`config.mk`:
```
export PLATFORM = sky130hd
export DESIGN_NAME = muldiv_ctrl_flat
export DESIGN_NICKNAME = d
export VERILOG_FILES = /design/src/rtl/muldiv_ctrl_pkg.sv /design/src/rtl/muldiv_ctrl_if.sv /design/src/rtl/muldiv_ctrl_div_step.sv /design/src/rtl/muldiv_ctrl.sv /design/src/flat_wrapper.sv
export SDC_FILE = /design/constraint.sdc
export NUM_CORES = 1
export LEC_CHECK = 0
export CORE_MARGIN = 2
export CORE_UTILIZATION = 56
export CTS_BUF_LIST = sky130_fd_sc_hd__clkbuf_8
export DETAILED_ROUTE_END_ITERATION = 7
export GPL_TIMING_DRIVEN = 0
export PLACE_DENSITY = 0.76
export SYNTH_ARGS = -nofsm -noshare
export SYNTH_HDL_FRONTEND = slang
export SYNTH_SLANG_ARGS = --single-unit
export TNS_END_PERCENT = 100
```
`constraint.sdc`:
```
create_clock -name clk -period 10.8 [get_ports clk]
set_input_delay 3.24 -clock clk [delete_from_list [all_inputs] [get_ports clk]]
set_output_delay 3.24 -clock clk [all_outputs]
set_load 0.02 [all_outputs]
```
`src/rtl/muldiv_ctrl_pkg.sv`:
```
// muldiv_ctrl_pkg
//   Shared types for the HI/LO multiply/divide sequencer: the operation
//   encoding seen from the execute stage, the sequencer state encoding, and
//   small decode helpers used by both the control and the datapath.
package muldiv_ctrl_pkg;

    typedef enum logic [1:0] {
        MD_MULT  = 2'd0,
        MD_MULTU = 2'd1,
        MD_DIV   = 2'd2,
        MD_DIVU  = 2'd3
    } muldiv_op_t;

    typedef enum logic [1:0] {
        IDLE = 2'd0,
        RUN  = 2'd1,
        DONE = 2'd2
    } muldiv_state_t;

    function automatic logic op_is_div(input muldiv_op_t op);
        return (op == MD_DIV) || (op == MD_DIVU);
    endfunction

    function automatic logic op_is_signed(input muldiv_op_t op);
        return (op == MD_MULT) || (op == MD_DIV);
    endfunction

endpackage

```
`src/rtl/muldiv_ctrl_if.sv`:
```
// muldiv_ctrl_if
//   Execute-stage <-> multiply/divide sequencer connection.
//   master (execute stage / hazard unit side):
//     out: start, op, a, b, flush
//     in : busy, done, hi_we, lo_we, hi, lo
//   slave (sequencer side): the same signals with directions reversed.
interface muldiv_ctrl_if #(
    parameter int DATA_W = 32
) ();
    import muldiv_ctrl_pkg::*;

    logic              start;
    muldiv_op_t        op;
    logic [DATA_W-1:0] a;
    logic [DATA_W-1:0] b;
    logic              flush;
    logic              busy;
    logic              done;
    logic              hi_we;
    logic              lo_we;
    logic [DATA_W-1:0] hi;
    logic [DATA_W-1:0] lo;

    modport master (
        output start, op, a, b, flush,
        input  busy, done, hi_we, lo_we, hi, lo
    );

    modport slave (
        input  start, op, a, b, flush,
        output busy, done, hi_we, lo_we, hi, lo
    );

endinterface

```
`src/rtl/muldiv_ctrl_div_step.sv`:
```
// muldiv_ctrl_div_step
//   One combinational restoring-division iteration.
//   acc_i     : {rem, quot} before the step
//   divisor_i : divisor magnitude
//   acc_o     : {rem, quot} after shift-left, trial subtract and, when the
//               subtract does not borrow, keeping the difference and setting
//               the new quotient LSB.
module muldiv_ctrl_div_step #(
    parameter int DATA_W = 32
) (
    input  logic [2*DATA_W-1:0] acc_i,
    input  logic [DATA_W-1:0]   divisor_i,
    output logic [2*DATA_W-1:0] acc_o
);
    // After the shift the partial remainder can be one bit wider than the
    // divisor, so the trial subtract is done at DATA_W+1 bits plus a borrow.
    logic [DATA_W:0]   rem_shift;
    logic [DATA_W+1:0] diff;
    logic              borrow;
    logic              unused_diff_msb;

    assign rem_shift = acc_i[2*DATA_W-1:DATA_W-1];
    assign diff      = {1'b0, rem_shift} - {2'b00, divisor_i};
    assign borrow    = diff[DATA_W+1];

    // A successful subtract leaves a remainder below the divisor, so the
    // top bit of the difference is always zero there.
    assign unused_diff_msb = diff[DATA_W];

    assign acc_o = borrow ? {acc_i[2*DATA_W-2:0], 1'b0}
                          : {diff[DATA_W-1:0], acc_i[DATA_W-2:0], 1'b1};

endmodule

```
`src/rtl/muldiv_ctrl.sv`:
```
// muldiv_ctrl
//   Multi-cycle MULT/MULTU/DIV/DIVU sequencer for the HI/LO register pair.
//   Ports:
//     clk   : single clock, rising edge
//     reset : asynchronous, active-high; clears all state
//     bus   : muldiv_ctrl_if.slave
//             start/op/a/b/flush from execute; busy is the stall request,
//             done/hi_we/lo_we the one-cycle result pulse, hi/lo the result.
//   Every accepted operation runs 32 iterations (shift-add multiply or
//   restoring divide) on magnitudes, then sign-corrects on the way to DONE.
module muldiv_ctrl
    import muldiv_ctrl_pkg::*;
#(
    parameter int DATA_W = 32
) (
    input  logic            clk,
    input  logic            reset,
    muldiv_ctrl_if.slave    bus
);
    localparam int                CNT_W    = $clog2(DATA_W);
    localparam logic [CNT_W-1:0]  CNT_LAST = CNT_W'(DATA_W - 1);

    muldiv_state_t       state_q, state_d;
    logic [CNT_W-1:0]    count_q, count_d;
    logic [2*DATA_W-1:0] acc_q, acc_d;      // product / {rem, quot}
    logic [DATA_W-1:0]   opnd_q, opnd_d;    // |multiplicand| or |divisor|
    logic [DATA_W-1:0]   a_q, a_d;          // raw rs, needed for divide by zero
    muldiv_op_t          op_q, op_d;
    logic                sa_q, sa_d;
    logic                sb_q, sb_d;
    logic                bzero_q, bzero_d;
    logic [DATA_W-1:0]   res_hi_q, res_hi_d; // result staged during DONE
    logic [DATA_W-1:0]   res_lo_q, res_lo_d;
    logic [DATA_W-1:0]   hi_q, hi_d;         // committed HI/LO
    logic [DATA_W-1:0]   lo_q, lo_d;

    // ---------------- operand conditioning ----------------
    logic              a_neg, b_neg;
    logic [DATA_W-1:0] a_mag, b_mag;

    always_comb begin
        a_neg = op_is_signed(bus.op) & bus.a[DATA_W-1];
        b_neg = op_is_signed(bus.op) & bus.b[DATA_W-1];
        a_mag = a_neg ? ({DATA_W{1'b0}} - bus.a) : bus.a;
        b_mag = b_neg ? ({DATA_W{1'b0}} - bus.b) : bus.b;
    end

    // ---------------- iteration datapath ----------------
    logic [DATA_W-1:0]   mul_addend;
    logic [DATA_W:0]     mul_sum;
    logic [2*DATA_W-1:0] mul_acc;
    logic [2*DATA_W-1:0] div_acc;
    logic [2*DATA_W-1:0] step_acc;

    // Multiplier sits in the low half and is consumed LSB first; the carry
    // out of the upper-half add becomes the new MSB after the right shift.
    always_comb begin
        mul_addend = acc_q[0] ? opnd_q : {DATA_W{1'b0}};
        mul_sum    = {1'b0, acc_q[2*DATA_W-1:DATA_W]} + {1'b0, mul_addend};
        mul_acc    = {mul_sum, acc_q[DATA_W-1:1]};
    end

    muldiv_ctrl_div_step #(
        .DATA_W    (DATA_W)
    ) u_div_step (
        .acc_i     (acc_q),
        .divisor_i (opnd_q),
        .acc_o     (div_acc)
    );

    assign step_acc = op_is_div(op_q) ? div_acc : mul_acc;

    // ---------------- sign fix-up of the final step ----------------
    logic [2*DATA_W-1:0] prod_fix;
    logic [DATA_W-1:0]   quot, rem;
    logic [DATA_W-1:0]   fix_hi, fix_lo;

    always_comb begin
        prod_fix = (sa_q ^ sb_q) ? ({(2*DATA_W){1'b0}} - step_acc) : step_acc;
        quot     = step_acc[DATA_W-1:0];
        rem      = step_acc[2*DATA_W-1:DATA_W];
        fix_hi   = prod_fix[2*DATA_W-1:DATA_W];
        fix_lo   = prod_fix[DATA_W-1:0];
        if (op_is_div(op_q)) begin
            if (bzero_q) begin
                fix_hi = a_q;
                fix_lo = {DATA_W{1'b1}};
            end else begin
                // Remainder takes the dividend's sign, quotient the xor.
                fix_hi = sa_q ? ({DATA_W{1'b0}} - rem) : rem;
                fix_lo = (sa_q ^ sb_q) ? ({DATA_W{1'b0}} - quot) : quot;
            end
        end
    end

    // ---------------- next-state logic ----------------
    always_comb begin
        state_d  = state_q;
        count_d  = count_q;
        acc_d    = acc_q;
        opnd_d   = opnd_q;
        a_d      = a_q;
        op_d     = op_q;
        sa_d     = sa_q;
        sb_d     = sb_q;
        bzero_d  = bzero_q;
        res_hi_d = res_hi_q;
        res_lo_d = res_lo_q;
        hi_d     = hi_q;
        lo_d     = lo_q;

        case (state_q)
            IDLE: begin
                if (bus.start && !bus.flush) begin
                    state_d = RUN;
                    count_d = '0;
                    op_d    = bus.op;
                    a_d     = bus.a;
                    sa_d    = a_neg;
                    sb_d    = b_neg;
                    bzero_d = (bus.b == '0);
                    // Upper half starts cleared; the low half holds the
                    // operand consumed by the loop (multiplier or dividend).
                    if (op_is_div(bus.op)) begin
                        opnd_d = b_mag;
                        acc_d  = {{DATA_W{1'b0}}, a_mag};
                    end else begin
                        opnd_d = a_mag;
                        acc_d  = {{DATA_W{1'b0}}, b_mag};
                    end
                end
            end
            RUN: begin
                if (bus.flush) begin
                    state_d = IDLE;
                end else begin
                    acc_d   = step_acc;
                    count_d = count_q + 1'b1;
                    if (count_q == CNT_LAST) begin
                        state_d  = DONE;
                        res_hi_d = fix_hi;
                        res_lo_d = fix_lo;
                    end
                end
            end
            DONE: begin
                state_d = IDLE;
                if (!bus.flush) begin
                    hi_d = res_hi_q;
                    lo_d = res_lo_q;
                end
            end
            default: begin
                state_d = IDLE;
            end
        endcase
    end

    // ---------------- state registers ----------------
    always_ff @(posedge clk or posedge reset) begin
        if (reset) begin
            state_q  <= IDLE;
            count_q  <= '0;
            acc_q    <= '0;
            opnd_q   <= '0;
            a_q      <= '0;
            op_q     <= MD_MULT;
            sa_q     <= 1'b0;
            sb_q     <= 1'b0;
            bzero_q  <= 1'b0;
            res_hi_q <= '0;
            res_lo_q <= '0;
            hi_q     <= '0;
            lo_q     <= '0;
        end else begin
            state_q  <= state_d;
            count_q  <= count_d;
            acc_q    <= acc_d;
            opnd_q   <= opnd_d;
            a_q      <= a_d;
            op_q     <= op_d;
            sa_q     <= sa_d;
            sb_q     <= sb_d;
            bzero_q  <= bzero_d;
            res_hi_q <= res_hi_d;
            res_lo_q <= res_lo_d;
            hi_q     <= hi_d;
            lo_q     <= lo_d;
        end
    end

    // ---------------- outputs ----------------
    // A flush in the DONE cycle suppresses the pulse and keeps the old HI/LO
    // visible, so the new result is only shown while it is being committed.
    logic show_result;

    assign show_result = (state_q == DONE) & ~bus.flush;

    // Stall asserts in the issue cycle itself; gating with reset makes it
    // drop the moment reset is raised, regardless of start.
    assign bus.busy  = ~reset & ((state_q == RUN) |
                                 ((state_q == IDLE) & bus.start & ~bus.flush));
    assign bus.done  = show_result;
    assign bus.hi_we = show_result;
    assign bus.lo_we = show_result;
    assign bus.hi    = show_result ? res_hi_q : hi_q;
    assign bus.lo    = show_result ? res_lo_q : lo_q;

endmodule

```
`src/flat_wrapper.sv`:
```
// flat-port wrapper written by rule: the top's interface ports become plain ports
module muldiv_ctrl_flat import muldiv_ctrl_pkg::*;
#(
    parameter int DATA_W = 32
)
  (clk, reset, bus_start, bus_op, bus_a, bus_b, bus_flush, bus_busy, bus_done, bus_hi_we, bus_lo_we, bus_hi, bus_lo);
  muldiv_ctrl_if #(.DATA_W(DATA_W)) bus_i ();
  input  logic clk;
  input  logic reset;
  input wire logic [$bits(bus_i.start)-1:0] bus_start;
  input wire logic [$bits(bus_i.op)-1:0] bus_op;
  input wire logic [$bits(bus_i.a)-1:0] bus_a;
  input wire logic [$bits(bus_i.b)-1:0] bus_b;
  input wire logic [$bits(bus_i.flush)-1:0] bus_flush;
  output wire logic [$bits(bus_i.busy)-1:0] bus_busy;
  output wire logic [$bits(bus_i.done)-1:0] bus_done;
  output wire logic [$bits(bus_i.hi_we)-1:0] bus_hi_we;
  output wire logic [$bits(bus_i.lo_we)-1:0] bus_lo_we;
  output wire logic [$bits(bus_i.hi)-1:0] bus_hi;
  output wire logic [$bits(bus_i.lo)-1:0] bus_lo;
  assign bus_i.start = bus_start;
  assign bus_i.op = bus_op;
  assign bus_i.a = bus_a;
  assign bus_i.b = bus_b;
  assign bus_i.flush = bus_flush;
  assign bus_busy = bus_i.busy;
  assign bus_done = bus_i.done;
  assign bus_hi_we = bus_i.hi_we;
  assign bus_lo_we = bus_i.lo_we;
  assign bus_hi = bus_i.hi;
  assign bus_lo = bus_i.lo;
  muldiv_ctrl #(.DATA_W(DATA_W)) u_core (.clk(clk), .reset(reset), .bus(bus_i));
endmodule
```
Yosys cells after proc, flatten, opt, wreduce, memory -nomap -nowiden
Index checks and enable logic that the tools add are counted.

Eq/ne operators: 10. Reductions and logical operators: 14. Bitwise gates (word level): 10. Mux-type cells: 26. Add/subtract/negate cells: 8.

Operators with widths (count): 32-bit 2-to-1 mux (13); 64-bit 2-to-1 mux (5); 64-bit one-hot mux with 2 select lines (1); 1-bit by 32-bit subtractor with 32-bit output (first input constant) (4); 1-bit by 64-bit subtractor with 64-bit output (first input constant) (1); 33-bit by 32-bit subtractor with 34-bit output (1); 32-bit by 32-bit adder with 33-bit output (1); 32-bit zero test (1); 2-bit equality test (second input constant) (5); 5-bit 2-to-1 mux (2); 5-bit one-hot mux with 2 select lines (1); 1-bit bitwise AND (6); 2-bit 2-to-1 mux (3); 2-bit AND reduction (3); 3-bit AND reduction (2); 5-bit by 1-bit adder with 5-bit output (second input constant) (1); 5-bit equality test (second input constant) (1); 2-bit zero test (2); 2-bit one-hot mux with 2 select lines (1); 1-bit logical OR (3); 3-bit by 2-bit inequality test with 1-bit output (second input constant) (1); 2-bit by 1-bit equality test with 1-bit output (second input constant) (1); 2-bit by 1-bit inequality test with 1-bit output (second input constant) (1); 2-bit inequality test (second input constant) (1); 6 further kinds (7).

Logic and storage cells: 81. Bits in registers: 268. Output and inout port bits: 68.

Logic depth before layout (Yosys ltp)
Depth in word-level cells: 7. Gate-level depth with buffers: 22. Mapped depth without buffers: 21.

Modules after synthesis
A second synthesis with hierarchy kept.

Cell total of the unflattened synthesis: 2503. Area total of the unflattened synthesis: 20546.0 um^2.

Modules (own cells, without submodules): muldiv_ctrl (area an instance 17883.4 um^2, times used 1, seq. area each 6681.4 um^2, cells an instance 2099); muldiv_ctrl_div_step (area an instance 2662.6 um^2, times used 1, seq. area each 0.0 um^2, cells an instance 404).

Least setup slack after synthesis
No wires, ideal clock.

Path kind: input-to-output. From: in bus_flush. To: out bus_hi[12]. Slack: 2656 ps. Stages on the path: 5. Data arrival time: 4904 ps. Path buffers: 3. Cells stage by stage: clkbuf_1 > nor3b_1 > clkbuf_1 > buf_1 > mux2_2.

Longest elaborated chain between the ends: 3.

RTL lines: start, declared (line flat_wrapper.sv:14) `input wire logic [$bits(bus_i.flush)-1:0] bus_flush;`; 1-bit NOT (line muldiv_ctrl.sv:197) `assign show_result = (state_q == DONE) & ~bus.flush;`; 1-bit bitwise AND (line muldiv_ctrl.sv:197); via bus_done (line flat_wrapper.sv:16) `output wire logic [$bits(bus_i.done)-1:0] bus_done;`; 32-bit 2-to-1 mux (line muldiv_ctrl.sv:206) `assign bus.hi = show_result ? res_hi_q : hi_q;`; end, declared (line flat_wrapper.sv:19) `output wire logic [$bits(bus_i.hi)-1:0] bus_hi;`.

The timed path passes the listed nets, and every way through them passes these cells.

Worst setup path in the final report
From: in bus_start. To: out bus_busy.

Longest elaborated chain between the ends: 4.

RTL lines: start, declared (line flat_wrapper.sv:10) `input wire logic [$bits(bus_i.start)-1:0] bus_start;`; 1-bit bitwise AND (2 in series) (line muldiv_ctrl.sv:202) `((state_q == IDLE) & bus.start & ~bus.flush));`; 1-bit OR (line muldiv_ctrl.sv:201) `assign bus.busy = ~reset & ((state_q == RUN) |`; 1-bit bitwise AND (line muldiv_ctrl.sv:201); end, declared (line flat_wrapper.sv:15) `output wire logic [$bits(bus_i.busy)-1:0] bus_busy;`.

No other way between the ends.

==> qor.csv <==
stage,metric,value,unit
status,status,"complete, but fails checks",
status,failing checks,DRC,
worst_setup_path,CP Data Arrival Time,6260,ps
routing,antenna-violating nets left,0,
worst_setup_path,worst-path maximum fanout,10,
sta,Final Slew Violations,0,
routing,Pre-antenna DRT Iters,8,
final_layout,"Design Area, Final",23000,sq um
die,core area,35300,sq um
place,"Cell Area, Placed",22000,sq um
clocking,TritonCTS clock tree,built,
clocking,clock buffer depth,3,
routing,routed len/inst,26.5,um
global_route,total gr overflow,0,
power_and_ir_drop,Max VDD drop,0.000173,V
die,Ports,138,
logic_synthesis,"Seq/Total Area, Yosys",33.5,%
clocking,number of CTS-inserted buffers,47,
place,IO buf count,135,
die,die height,193,um
routing,DRC errors left,7,
clocking,"Hold-fix buffers, CTS",0,
worst_setup_path,CP required,7560,ps
sta,RSZ-0062 raised after global routing,no,
clocking,root buf cell,clkbuf_8,
min_path,Hold/Removal Path Class,flip-flop to flip-flop,
logic_synthesis,Synth async-reset ratio,100,%
logic_synthesis,post-synth cell types,106,
place,DP Worst Slack,1520,ps
logic_synthesis,yosys warns,0,
sta,Tmin final,9500,ps
die,die area,37200,sq um
sta,"Hold Violations, Final",0,
global_route,largest net degree at the start of global routing,116,
clocking,CTS HTree Levels,2,
sta,setup ws final,1300,ps
logic_synthesis,Syn Inst Count,2357,
routing,WL final,80.5,mm
power_and_ir_drop,P_leak,9.82,nW
global_route,Overall Global Routing Usage,43.3,%
sta,Final setup viols,0,
routing,Via Count,20482,
logic_synthesis,"top cells by area, synth","dfrtp_1, nand2_1, o21ai_0",
global_route,initial antenna violation count,4,
clocking,Setup Buffers After CTS,0,
sta,Rel. slew slack,11.7,%
routing,1st-iter DRT viols,2549,
logic_synthesis,Mean Syn Cell Area,8.46,sq um
logic_synthesis,post-synth net total,2499,
worst_setup_path,WS Path Type,input pin to output pin,
die,FP Rows,69,
final_layout,Post-layout nets,2686,
logic_synthesis,synthesized flop and latch total,267,
routing,vias per inst,6.74,
logic_synthesis,share of the synthesized area in the top cell type,33.5,%
sta,period utilization,88.0,%
logic_synthesis,"EDFF count, synth",0,
worst_setup_path,CP endpoint kind,output pin,
logic_synthesis,Synth Cell Area,20000,sq um
logic_synthesis,top-count cell post-synth,nand2_1,
clocking,Worst-Skew Late Latency,680,ps
clocking,clock-pin slew on the worst setup and hold paths,50,ps
final_layout,Syn-to-layout area delta,15.1,%
global_route,vias in the first global route,19445,
final_layout,Layout fillers,3023,
sta,Fin Clk Skew,55.2,ps
worst_setup_path,critical path startpoint category,input pin,
logic_synthesis,Post-synth top flop,dfrtp_1,
sta,fmax,0.105,GHz
die,initial core utilization,56.5,%
clocking,Sink Count,267,
sta,Worst Tran Pin Value,1310,ps
place,Routability Congestion,1.06,
clocking,post-CTS resize count,0,
logic_synthesis,Post-synth top cells,"nand2_1, dfrtp_1, o21ai_0",
place,DP HPWL,62.9,mm
power_and_ir_drop,total power per unit cell area,263,nW/um^2
global_route,first-pass GRT wire length,119,mm
final_layout,ratio of cells with drive above 1 in the final layout,9.28,%
die,Die Wd,193,um
run,Max-cap violations,0,
logic_synthesis,Yosys top cell by area,dfrtp_1,
-- report_power, final --
part / total (mW) / switching, mW / internal (mW)
Combinational: 3.65 / 2.43 / 1.22
Clock: 1.03 / 0.467 / 0.559
Sequential: 1.36 / 0.217 / 1.15
Total: 6.04 / 3.11 / 2.93
-- routing by layer --
layer  GRT usage, %  part of all wire (%)  wire, um
met1           53.8                    37     30000
met2           67.3                    44     35800
met3           11.2                    11      8870
met4           26.8                   7.2      5820
met5              0                 0.029        23
-- worst max-delay path: stages --
cell and delay (ps):
clkdlybuf4s50_1 490, nand2b_1 190, or3_1 130, clkbuf_1 410, clkbuf_1 470, buf_1 580, a21oi_1 160, clkdlybuf4s50_1 590
-- worst paths after layout --
path | to | slack, ps | start | cells after the start
max in group asynchronous | u_core.hi_q[30]$_DFFE_PP0P_ | 6730 | reset | 3
min | u_core.res_hi_q[3]$_DFFE_PP0P_ | 480 | u_core.res_hi_q[3]$_DFFE_PP0P_ | 1
min in group asynchronous | u_core.acc_q[15]$_DFFE_PP0P_ | 3080 | reset | 2
min reg2reg | u_core.res_hi_q[3]$_DFFE_PP0P_ | 480 | u_core.res_hi_q[3]$_DFFE_PP0P_ | 1
max reg2reg | u_core.res_hi_q[24]$_DFFE_PP0P_ | 4540 | u_core.acc_q[37]$_DFFE_PP0P_ | 20
max | bus_busy | 1300 | bus_start | 8
-- per-stage QoR --
| step | util [%] | power [mW] | hold WS (ps) | cells | TNS, ps |
|---|---|---|---|---|---|
| 2_1_floorplan | - | 3.77 | 437 | 2357 | 0 |
| 3_3_place_gp | 62.0 | 4.80 | 466 | 2953 | -780590 |
| 3_5_place_dp | 62.2 | 4.86 | 465 | 2956 | 0 |
| 4_1_cts | 65.0 | 5.89 | 477 | 3036 | 0 |
| 5_1_grt | 65.0 | 6.33 | 504 | 3036 | 0 |
| 6_report | 65.0 | 6.04 | 476 | 3038 | 0 |
-- cell usage in the layout, fill, tap and decap left out, types with 10 or more instances in the layout --
cell	synthesis	layout
clkbuf_1	105	105
mux2_2	72	72
inv_1	59	68
a21oi_1	157	157
nor4_1	24	23
clkbuf_8	0	54
buf_1	10	10
mux2i_1	49	49
nor2_1	154	154
o31ai_1	30	30
a21o_1	27	27
xor2_1	78	78
o211ai_1	33	33
nand2_1	334	334
o221ai_1	35	35
and3_1	19	19
xnor2_1	95	95
a31oi_1	21	21
o21ai_0	178	178
o21a_1	19	19
nand3_1	35	35
nand4_1	28	28
dfrtp_1	267	267
buf_2	21	21
ha_1	70	70
nor3_1	60	59
o21ai_1	12	12
nor2b_1	11	11
a211oi_1	14	14
nand2b_1	17	17
and2_1	42	42
o22a_1	32	32
clkdlybuf4s50_1	0	135
or3_1	29	29
a22o_1	19	19
-- sequential cells by signal, summed over array words and instances (netlist names), 2 cells and up --
register,cells
u_core.acc_q,64
u_core.a_q,32
u_core.hi_q,32
u_core.lo_q,32
u_core.opnd_q,32
u_core.res_hi_q,32
u_core.res_lo_q,32
u_core.count_q,5
u_core.state_q,2
-- layout make-up --
cell class	count	area, sq um	area share (%)
inverter	62	240	1.05
clock inverter	26	256	1.12
tap	461	577	2.51
timing repair buffer	138	1410	6.16
antenna	2	5.00	0.0218
multi-input combinational	1885	12400	54.2
sequential	267	6680	29.1
buffer	143	608	2.65
clock buffer	54	743	3.24
-- kinds of logic (layout without fill, tap and decap cells) --
logic type / count (synthesis) / in the layout / share of synthesized area, %
and+or+nand+nor: 812 / 812 / 19.5
buffers and inverters: 205 / 423 / 4.21
muxes: 121 / 121 / 6.52
other: 0 / 2 / 0
AOI/OAI and AO/OA: 707 / 707 / 24.1
xor gates and xnor gates: 173 / 173 / 7.59
adders and majority gates: 72 / 72 / 4.59
DFF: 267 / 267 / 33.5
No activity file was read; power rests on OpenSTA's default activity.
